**src/rtl/router_1x3.sv**
```systemverilog
// router_1x3: byte-serial packet router steering each packet into one of three output FIFOs.
// Define ROUTER_SOFT_RESET_EN to add a per-output read timeout that flushes a stalled FIFO.

module router_fifo #(
    parameter int DEPTH = 16,
    parameter int WIDTH = 8
) (
    input  logic             clk,
    input  logic             rstn,
    input  logic             flush,
    input  logic             wr_en,
    input  logic [WIDTH-1:0] wr_data,
    input  logic             rd_en,
    output logic [WIDTH-1:0] rd_data,
    output logic             empty,
    output logic             full
);
    localparam int AW = $clog2(DEPTH);

    logic [WIDTH-1:0] mem [DEPTH];
    logic [AW-1:0]    wr_ptr;
    logic [AW-1:0]    rd_ptr;
    logic [AW:0]      count;
    logic             do_wr;
    logic             do_rd;

    assign empty = (count == '0);
    assign full  = (count == (AW+1)'(DEPTH));
    assign do_wr = wr_en && !full;
    assign do_rd = rd_en && !empty;

    // NOTE: storage is deliberately not reset; pointers and count define validity, so a reset
    // memory would only cost a reset tree across every entry.
    always_ff @(posedge clk) begin
        if (do_wr) mem[wr_ptr] <= wr_data;
    end

    always_ff @(posedge clk or negedge rstn) begin
        if (!rstn) begin
            wr_ptr  <= '0;
            rd_ptr  <= '0;
            count   <= '0;
            rd_data <= '0;
        end else if (flush) begin
            wr_ptr  <= '0;
            rd_ptr  <= '0;
            count   <= '0;
            rd_data <= '0;
        end else begin
            if (do_wr) wr_ptr <= wr_ptr + 1'b1;
            if (do_rd) begin
                rd_ptr  <= rd_ptr + 1'b1;
                rd_data <= mem[rd_ptr];
            end
            case ({do_wr, do_rd})
                2'b10:   count <= count + 1'b1;
                2'b01:   count <= count - 1'b1;
                default: ;
            endcase
        end
    end
endmodule

module router_1x3 #(
    parameter int DEPTH = 16,
    parameter int WIDTH = 8
) (
    input  logic             clk,
    input  logic             rstn,
    input  logic             pkt_valid,
    input  logic [WIDTH-1:0] data_in,
    input  logic             rd_en_0,
    input  logic             rd_en_1,
    input  logic             rd_en_2,
    output logic             valid_out_0,
    output logic             valid_out_1,
    output logic             valid_out_2,
    output logic [WIDTH-1:0] data_out_0,
    output logic [WIDTH-1:0] data_out_1,
    output logic [WIDTH-1:0] data_out_2,
    output logic             error,
    output logic             busy
);
    localparam logic [2:0] DECODE          = 3'd0;
    localparam logic [2:0] LOAD_FIRST      = 3'd1;
    localparam logic [2:0] LOAD_DATA       = 3'd2;
    localparam logic [2:0] WAIT_EMPTY      = 3'd3;
    localparam logic [2:0] FIFO_FULL       = 3'd4;
    localparam logic [2:0] LOAD_AFTER_FULL = 3'd5;
    localparam logic [2:0] CHECK_PARITY    = 3'd6;
    localparam logic [2:0] DROP            = 3'd7;

    logic [2:0]       state;
    logic [2:0]       state_nxt;
    logic [WIDTH-1:0] hdr;
    logic [WIDTH-1:0] hold_byte;
    logic             hold_last;
    logic [WIDTH-1:0] parity_acc;
    logic [WIDTH-1:0] parity_rx;
    logic [1:0]       tgt;
    logic [2:0]       fifo_empty;
    logic [2:0]       fifo_full;
    logic [2:0]       wr_en;
    logic [2:0]       rd_en;
    logic [2:0]       flush;
    logic [WIDTH-1:0] wr_data;
    logic             wr_req;
    logic             tgt_empty;
    logic             tgt_full;
    logic             in_empty;
    logic             abort;

    assign rd_en = {rd_en_2, rd_en_1, rd_en_0};
    assign tgt   = hdr[1:0];

    // NOTE: every combinational output gets a default before the case so no path infers a latch.
    always_comb begin
        tgt_empty = 1'b1;
        tgt_full  = 1'b0;
        in_empty  = 1'b1;
        case (tgt)
            2'd0:    begin tgt_empty = fifo_empty[0]; tgt_full = fifo_full[0]; end
            2'd1:    begin tgt_empty = fifo_empty[1]; tgt_full = fifo_full[1]; end
            2'd2:    begin tgt_empty = fifo_empty[2]; tgt_full = fifo_full[2]; end
            default: ;
        endcase
        case (data_in[1:0])
            2'd0:    in_empty = fifo_empty[0];
            2'd1:    in_empty = fifo_empty[1];
            2'd2:    in_empty = fifo_empty[2];
            default: ;
        endcase
    end

    always_comb begin
        state_nxt = state;
        case (state)
            DECODE: begin
                if (pkt_valid) begin
                    if (data_in[1:0] == 2'd3) state_nxt = DROP;
                    else if (in_empty)        state_nxt = LOAD_FIRST;
                    else                      state_nxt = WAIT_EMPTY;
                end
            end
            WAIT_EMPTY:      if (tgt_empty) state_nxt = LOAD_FIRST;
            LOAD_FIRST:      state_nxt = LOAD_DATA;
            LOAD_DATA: begin
                if (tgt_full)        state_nxt = FIFO_FULL;
                else if (!pkt_valid) state_nxt = CHECK_PARITY;
            end
            FIFO_FULL:       if (!tgt_full) state_nxt = LOAD_AFTER_FULL;
            LOAD_AFTER_FULL: state_nxt = hold_last ? CHECK_PARITY : LOAD_DATA;
            CHECK_PARITY:    state_nxt = DECODE;
            DROP:            if (!pkt_valid) state_nxt = DECODE;
            default:         state_nxt = DECODE;
        endcase
        if (abort) state_nxt = DECODE;
    end

    // A byte caught by a full FIFO is parked in hold_byte and replayed from LOAD_AFTER_FULL.
    always_ff @(posedge clk or negedge rstn) begin
        if (!rstn) begin
            state      <= DECODE;
            hdr        <= '0;
            hold_byte  <= '0;
            hold_last  <= 1'b0;
            parity_acc <= '0;
            parity_rx  <= '0;
            error      <= 1'b0;
        end else begin
            state <= state_nxt;
            case (state)
                DECODE: if (pkt_valid) hdr <= data_in;
                LOAD_FIRST: begin
                    parity_acc <= hdr;
                    error      <= 1'b0;
                end
                LOAD_DATA: begin
                    if (pkt_valid) parity_acc <= parity_acc ^ data_in;
                    else           parity_rx  <= data_in;
                    if (tgt_full) begin
                        hold_byte <= data_in;
                        hold_last <= !pkt_valid;
                    end
                end
                CHECK_PARITY: error <= (parity_acc != parity_rx);
                default: ;
            endcase
        end
    end

    assign busy = state inside {WAIT_EMPTY, LOAD_FIRST, FIFO_FULL, LOAD_AFTER_FULL, CHECK_PARITY};

    assign wr_req = (state == LOAD_FIRST) || (state == LOAD_AFTER_FULL) ||
                    ((state == LOAD_DATA) && !tgt_full);

    always_comb begin
        wr_data = data_in;
        if (state == LOAD_FIRST)           wr_data = hdr;
        else if (state == LOAD_AFTER_FULL) wr_data = hold_byte;
    end

    assign wr_en[0] = wr_req && (tgt == 2'd0);
    assign wr_en[1] = wr_req && (tgt == 2'd1);
    assign wr_en[2] = wr_req && (tgt == 2'd2);

`ifdef ROUTER_SOFT_RESET_EN
    logic loading;
    logic tgt_flush;

    // Flush an output after 30 consecutive cycles of holding data that nobody reads.
    for (genvar i = 0; i < 3; i++) begin : g_tmo
        logic [4:0] cnt;
        logic       idle;
        assign idle     = !fifo_empty[i] && !rd_en[i];
        assign flush[i] = idle && (cnt == 5'd29);
        always_ff @(posedge clk or negedge rstn) begin
            if (!rstn)                 cnt <= '0;
            else if (!idle || flush[i]) cnt <= '0;
            else                       cnt <= cnt + 1'b1;
        end
    end

    assign loading = state inside {LOAD_FIRST, LOAD_DATA, FIFO_FULL, LOAD_AFTER_FULL};

    always_comb begin
        tgt_flush = 1'b0;
        case (tgt)
            2'd0:    tgt_flush = flush[0];
            2'd1:    tgt_flush = flush[1];
            2'd2:    tgt_flush = flush[2];
            default: ;
        endcase
    end

    assign abort = loading && tgt_flush;
`else
    assign flush = '0;
    assign abort = 1'b0;
`endif

    router_fifo #(.DEPTH(DEPTH), .WIDTH(WIDTH)) FIFO_0 (
        .clk(clk), .rstn(rstn), .flush(flush[0]), .wr_en(wr_en[0]), .wr_data(wr_data),
        .rd_en(rd_en[0]), .rd_data(data_out_0), .empty(fifo_empty[0]), .full(fifo_full[0])
    );

    router_fifo #(.DEPTH(DEPTH), .WIDTH(WIDTH)) FIFO_1 (
        .clk(clk), .rstn(rstn), .flush(flush[1]), .wr_en(wr_en[1]), .wr_data(wr_data),
        .rd_en(rd_en[1]), .rd_data(data_out_1), .empty(fifo_empty[1]), .full(fifo_full[1])
    );

    router_fifo #(.DEPTH(DEPTH), .WIDTH(WIDTH)) FIFO_2 (
        .clk(clk), .rstn(rstn), .flush(flush[2]), .wr_en(wr_en[2]), .wr_data(wr_data),
        .rd_en(rd_en[2]), .rd_data(data_out_2), .empty(fifo_empty[2]), .full(fifo_full[2])
    );

    assign valid_out_0 = !fifo_empty[0];
    assign valid_out_1 = !fifo_empty[1];
    assign valid_out_2 = !fifo_empty[2];
endmodule

```
**config.mk**
```make
export PLATFORM = sky130hd
export DESIGN_NAME = router_1x3
export DESIGN_NICKNAME = d
export VERILOG_FILES = /design/src/rtl/router_1x3.sv
export SDC_FILE = /design/constraint.sdc
export NUM_CORES = 1
export LEC_CHECK = 0
export ABC_CLOCK_PERIOD_IN_PS = 10500
export BUFFER_PORTS_ARGS = -buffer_cell sky130_fd_sc_hd__buf_4
export CORE_MARGIN = 2
export CORE_UTILIZATION = 40
export DETAILED_ROUTE_END_ITERATION = 12
export PLACE_DENSITY = 0.55
export SLEW_MARGIN = 20
export SYNTH_ARGS = -nofsm -noshare
export SYNTH_HDL_FRONTEND = slang
export SYNTH_SLANG_ARGS = --single-unit
```
**constraint.sdc**
```tcl
create_clock -name clk -period 10.5 [get_ports clk]
set_input_delay 1.575 -clock clk [delete_from_list [all_inputs] [get_ports clk]]
set_output_delay 1.575 -clock clk [all_outputs]
set_load 0.01 [all_outputs]
```
After elaboration in Yosys (flattened, before gate mapping) --
Memories as Yosys holds them, arrays and structs flattened. A register that Yosys moved wholly into a read port is not among the register bits. Index checks and enable logic that the tools add are counted.
Word-level totals: bits in registers 76, input port bits 14, memories kept 3, bits in writable memories 384, output and inout port bits 29
Memory list:
- FIFO_0.mem | depth 16, width 8, rd ports 1, clocked after memory_dff 1, write ports 1, line 20 | logic [WIDTH-1:0] mem [DEPTH];
- FIFO_1.mem | depth 16, width 8, rd ports 1, clocked after memory_dff 1, write ports 1, line 20
- FIFO_2.mem | depth 16, width 8, rd ports 1, clocked after memory_dff 1, write ports 1, line 20
Cells by class: mux-type cells 27, bitwise operators 2, reductions and logical operators 40, add/sub/neg operators 12, eq/ne operators 28
Operators by type and width (number):
- 5-bit one-hot mux with 2 select lines | 3
- 4-bit by 1-bit adder with 4-bit output (second input constant) | 6
- 3-bit 2-to-1 mux | 8
- 8-bit 2-to-1 mux | 3
- 3-bit one-hot mux with 8 select lines | 1
- 8-bit one-hot mux with 2 select lines | 1
- 5-bit by 1-bit adder with 5-bit output (second input constant) | 3
- 5-bit equality test (second input constant) | 3
- 5-bit logical NOT | 3
- 5-bit by 1-bit subtractor with 5-bit output (second input constant) | 3
- 2-bit equality test (second input constant) | 6
- 3-bit equality test (second input constant) | 4
- 1-bit logical NOT | 11
- 2-bit by 1-bit equality test with 1-bit output (second input constant) | 5
- 1-bit logical AND | 10
- 2-bit inequality test (second input constant) | 5
- 2-bit nonzero test | 5
- 1-bit one-hot mux with 3 select lines | 3
- 8-bit inequality test | 1
- 2-bit AND reduction | 4
- 8-bit bitwise XOR | 1
- 3-bit by 2-bit equality test with 1-bit output (second input constant) | 2
- 1-bit 2-to-1 mux | 6
- 5-bit AND reduction | 1
- other kinds (9) | 11

Longest topological paths before layout --
depth in word-level cells 9, depth in mapped cells 16, gate-level depth less buffers 13

Cells and area by module --
A second synthesis with hierarchy kept.
Unflattened totals: cell total of the unflattened synthesis 1210, area, all modules 20303.2 um^2
Modules (own cells, without submodules):
- router_fifo (FIFO_1 ...) | cells an instance 335, area an instance 6092.1 um^2, instances 2, sequential area each 4369.2 um^2
- router_fifo (FIFO_0) | cells an instance 335, area an instance 6088.3 um^2, instances 1, sequential area each 4369.2 um^2
- router_1x3 | cells an instance 205, area an instance 2030.7 um^2, instances 1, sequential area each 925.9 um^2

Worst setup path before layout --
No wires, ideal clock.
kind input -> register, from input rd_en_2, to register FIFO_2.count[4], buffers on the path 2, library setup time 0.127 ns, slack 6.757 ns, stages on the path 13, arrival time 3.617 ns, path through nand2_1 > inv_1 > clkbuf_1 > ha_1 > clkbuf_1 > xor2_1 > ha_1 > o21a_1 > o22a_1 > a21oi_1 > xor2_1 > nor2_1 > xor2_1
Between the ends: longest elaborated chain between the ends 3
Ends and longest elaborated chain:
- start: declaration | line 74 | input logic rd_en_2,
- 1-bit logical AND * | line 30 | assign do_rd = rd_en && !empty;
- via FIFO_2.do_rd | line 25 | logic do_rd;
- 2-bit by 1-bit equality test with 1-bit output or 2-bit equality test (tied branches) | line 55 | case ({do_wr, do_rd})
- 5-bit one-hot mux with 2 select lines or 2-bit nonzero test (tied branches)
- end signal: assignment | line 56 | 2'b10: count <= count + 1'b1;
- end signal: assignment | line 57 | 2'b01: count <= count - 1'b1;
- end: declaration | line 23 | logic [AW:0] count;
Mark *: on every way through the listed nets, which the timed path passes. The rest lies on a longest branch. A chain may end at the register's enable or synchronous reset.

Final worst setup path --
from register state[2], to register FIFO_2.count[4]
Between the ends: longest elaborated chain between the ends 7
Ends and longest elaborated chain:
- start: declaration | line 93 | logic [2:0] state;
- start signal: assignment | line 171 | state <= state_nxt;
- 3-bit by 1-bit equality test with 1-bit output (tied with other cells) | line 194 | assign wr_req = (state == LOAD_FIRST) || (state == LOAD_AFTER_FULL) ||
- 1-bit logical OR or 1-bit logical AND (tied branches) | line 194, 195
- 1-bit logical OR * | line 194
- 1-bit logical AND * | line 205 | assign wr_en[2] = wr_req && (tgt == 2'd2);
- 1-bit logical AND * | line 29 | assign do_wr = wr_en && !full;
- 2-bit by 1-bit equality test with 1-bit output or 2-bit equality test (tied branches) | line 55
- 5-bit one-hot mux with 2 select lines or 2-bit nonzero test (tied branches)
Mark *: on every way between the ends. The rest lies on a longest branch, timed or not.

==> results.sh <==
export IMPL_area_growth_synth_to_final_pct=13.9
export IMPL_finalClockSkew_ns=0.0109
export IMPL_pwr_share_seq_pct=42.9
export IMPL_crit_path_start_kind="flop"
export IMPL_cts_max_level=2
export IMPL_drt_initial_drc_count=637
export IMPL_die_area_mm2=0.0518
export IMPL_wl_per_cell_um=21.8
export IMPL_placed_cell_area_mm2=0.0212
export IMPL_rows=81
export IMPL_grt_pass1_wl_mm=63.5
export IMPL_cts_resized=0
export IMPL_coreArea_mm2=0.0492
export IMPL_worst_pin_slew_ns=1.09
export IMPL_final_setup_tns_ns=0
export IMPL_synth_async_sr_flop_share_pct=20.7
export IMPL_ys_warnings_count=0
export IMPL_port_buffers=42
export IMPL_power_leakage_nw=7.84
export IMPL_maxCapViolations=0
export IMPL_cp_max_fo=23
export IMPL_hold_class="flop to flop"
export IMPL_grtUsageTotal_pct=16.6
export IMPL_insertion_delay_ns=0.58
export IMPL_yosysSeqAreaShare_pct=70.2
export IMPL_num_antenna_cells=0
export IMPL_ys_seq_elements=484
export IMPL_worstSetupPathType="flop to flop"
export IMPL_start_util_pct=40.7
export IMPL_cpLargestDelayFamily="compound AO/OA/AOI/OAI gates"
export IMPL_cts_tree="built"
export IMPL_sw_frac_of_total_pct=32.1
export IMPL_clock_sinks=484
export IMPL_setup_viol=0
export IMPL_nets=1228
export IMPL_hold_buffers=0
export IMPL_dpl_hpwl_mm=24.9
export IMPL_dp_cells=1800
export IMPL_rrSetupSlack_ns=6.43
export IMPL_clkTransAtPathRegs_ns=0.06
export IMPL_grt_overflow=0
export IMPL_total_power_w=0.00647
export IMPL_rsz0062_at_grt="no"
export IMPL_post_route_min_period_ns=4.07
export IMPL_relSlewSlack_pct=27.3
export IMPL_clock_power_share_pct=26.6
export IMPL_num_vias=9892
export IMPL_final_cell_area_mm2=0.0228
export IMPL_cts_root_buf="clkbuf_16"
export IMPL_grt_pass1_vias=10300
export IMPL_max_freq_mhz=246
export IMPL_end_kind="flop"
export IMPL_critical_path_cell_chain="nor3b_4 > a21oi_4 > a211oi_4 > inv_4 > ha_1 > xor2_1 > ha_1 > o21a_1 > o22a_1 > a21oi_1 > xor2_1 > nor2_1 > xor2_1"
export IMPL_via_per_inst=5.22
export IMPL_pwr_share_comb_pct=30.5
export IMPL_wl_mm=41.3
export IMPL_syn_area_mm2=0.0200
export IMPL_powerDensity_mw_per_mm2=284
export IMPL_critPathArrivalTime_ns=4.53
export IMPL_drc=0
export IMPL_antenna_found_initial=0
export IMPL_cp_common_cell="xor2_1"
export IMPL_grt_max_degree=58
export IMPL_antenna_left=0
export IMPL_syn_nets=1163
export IMPL_clk_path_buf_depth=3
export IMPL_synth_edf_count=384
export IMPL_postCtsSetupBuffers=0
export IMPL_place_congestion=0.740
export IMPL_crit_required_ns=10.97
export IMPL_synthCells=1124
export IMPL_final_max_slew_viol_count=0
export IMPL_critical_path_buf_inv_count=1
export IMPL_final_cells=1894
export IMPL_die_h_um=228
export IMPL_ios=43
export IMPL_peakVddDrop_uv=143
export IMPL_outcome="finished, final reports clean"
export IMPL_critPathSlowestCell="dfrtp_1"
export IMPL_internal_power_w=0.00439
export IMPL_numCtsBuffers=51
export IMPL_p_switching_w=0.00208
export IMPL_cpPeakStageDelay_ns=0.75
export IMPL_syn_avg_cell_area_um2=17.8
export IMPL_drive_gt1_share_pct=25.9
export IMPL_yosysUniqueCellTypes=57
export IMPL_hold_violations=0
export IMPL_nFillCells=4191
export IMPL_synthFlopType="edfxtp_1"
export IMPL_die_w_um=228
export IMPL_period_share_pct=38.7
export IMPL_drtPass1Iterations=7
registers in the layout, indices dropped and copies added, names as in the netlist, 5 cells and up:
register,flops
FIFO_2.rd_data,8
FIFO_0.mem,128
FIFO_2.count,5
hold_byte,8
FIFO_2.mem,128
FIFO_1.mem,128
FIFO_0.rd_data,8
hdr,8
FIFO_1.rd_data,8
FIFO_1.count,5
parity_acc,8
FIFO_0.count,5
parity_rx,8
tightest hold or removal path, delay by kind of cell (launching register included):
family	cells	cell delay [ns]
flops	1	0.34
simple gates	2	0.10
layout by cell type (no fill, tap or decap), types with 7 or more instances in the layout:
cell         n
a22oi_1      9
nand4_1      7
clkinv_1    14
ha_1        25
dfrtp_1     97
o21ai_4      8
nand3_1     19
clkbuf_16   53
nor3_1       8
mux2_2      27
nand2_1    113
nor2_1      36
edfxtp_1   384
clkbuf_1    12
mux4_2     120
inv_1       33
xnor2_1     27
xor2_1      20
buf_4       73
clkinv_2    12
mux2i_1      8
nor4_1      15
o21ai_0     28
and2_1      17
layer usage:
metal / share of wire [%] / track usage (%)
met1: 44 / 22.9
met2: 50 / 27.5
met3: 3.4 / 2.43
met4: 2.1 / 5.12
met5: 0 / 0
power by group through the flow:
| stage | clock network [W] | logic (W) | registers [W] |
|---|---|---|---|
| after detailed placement | 0 | 0.00202 | 0.00282 |
| after global routing | 0.00184 | 0.00217 | 0.00282 |
| final | 0.00172 | 0.00198 | 0.00277 |
| after global placement | 0 | 0.00200 | 0.00281 |
| after CTS | 0.00177 | 0.00203 | 0.00278 |
| after floorplan | 0 | 0.00151 | 0.00267 |
cell usage after synthesis, types with 4 or more instances:
cell      count  area share, %
nand2_1     113            2.1
nor4_1       15           0.47
a21oi_1       7           0.18
nand3_1      19           0.48
xnor2_1      27            1.2
o31ai_1       4           0.15
inv_1        33           0.62
nand2b_1      4           0.13
buf_1         4          0.075
mux2_2       27            1.5
dfrtp_1     100             13
edfxtp_1    384             58
xor2_1       20           0.88
nand4_1       7           0.22
a22oi_1       9           0.34
buf_2        20           0.50
and2_1       17           0.53
nor2_1       36           0.68
nor4_4        4           0.43
clkbuf_1     32           0.60
mux2i_1       8           0.40
mux4_2      120             14
nor3_1        8           0.20
o21ai_0      36           0.90
ha_1         25            1.6
per-stage QoR:
stage | hold WS [ns] | worst slack [ns] | utilization [%]
finish | 0.470 | 6.43 | 46.3
CTS | 0.479 | 6.41 | 46.3
detailed placement | 0.464 | 6.32 | 43.1
global route | 0.497 | 6.19 | 46.3
floorplan | 0.451 | 6.76 | -
global placement | 0.463 | 6.37 | 43.1
final cells by class:
cell class	instances	area, um2	share of cell area (%)
Tap cell	664	831	3.65
Sequential cell	484	14000	61.7
Multi-Input combinational cell	542	5630	24.7
Timing Repair Buffer	73	548	2.41
Clock inverter	29	208	0.912
Inverter	37	141	0.621
Clock buffer	65	1370	6.02
cells by family after synthesis:
logic type | synth area share, %
XOR/XNOR | 2.06
AND/OR/NAND/NOR | 6.00
multiplexers | 15.4
buffers and inverters | 2.08
adder cells (fa/ha/maj) | 1.57
flip-flops | 70.2
AO/OA/AOI/OAI | 2.63
final timing paths:
check | start | end | cells after the start
setup / recovery | state[2] | FIFO_2.count[4] | 13
hold / removal | FIFO_0.rd_data[4] | FIFO_0.rd_data[4] | 2
setup reg to reg | state[2] | FIFO_2.count[4] | 13
hold reg to reg | FIFO_0.rd_data[4] | FIFO_0.rd_data[4] | 2
max in group asynchronous | rstn | FIFO_1.rd_ptr[0] | 2
min in group asynchronous | rstn | FIFO_0.rd_data[1] | 1
Power figures use the tool's default switching activity.
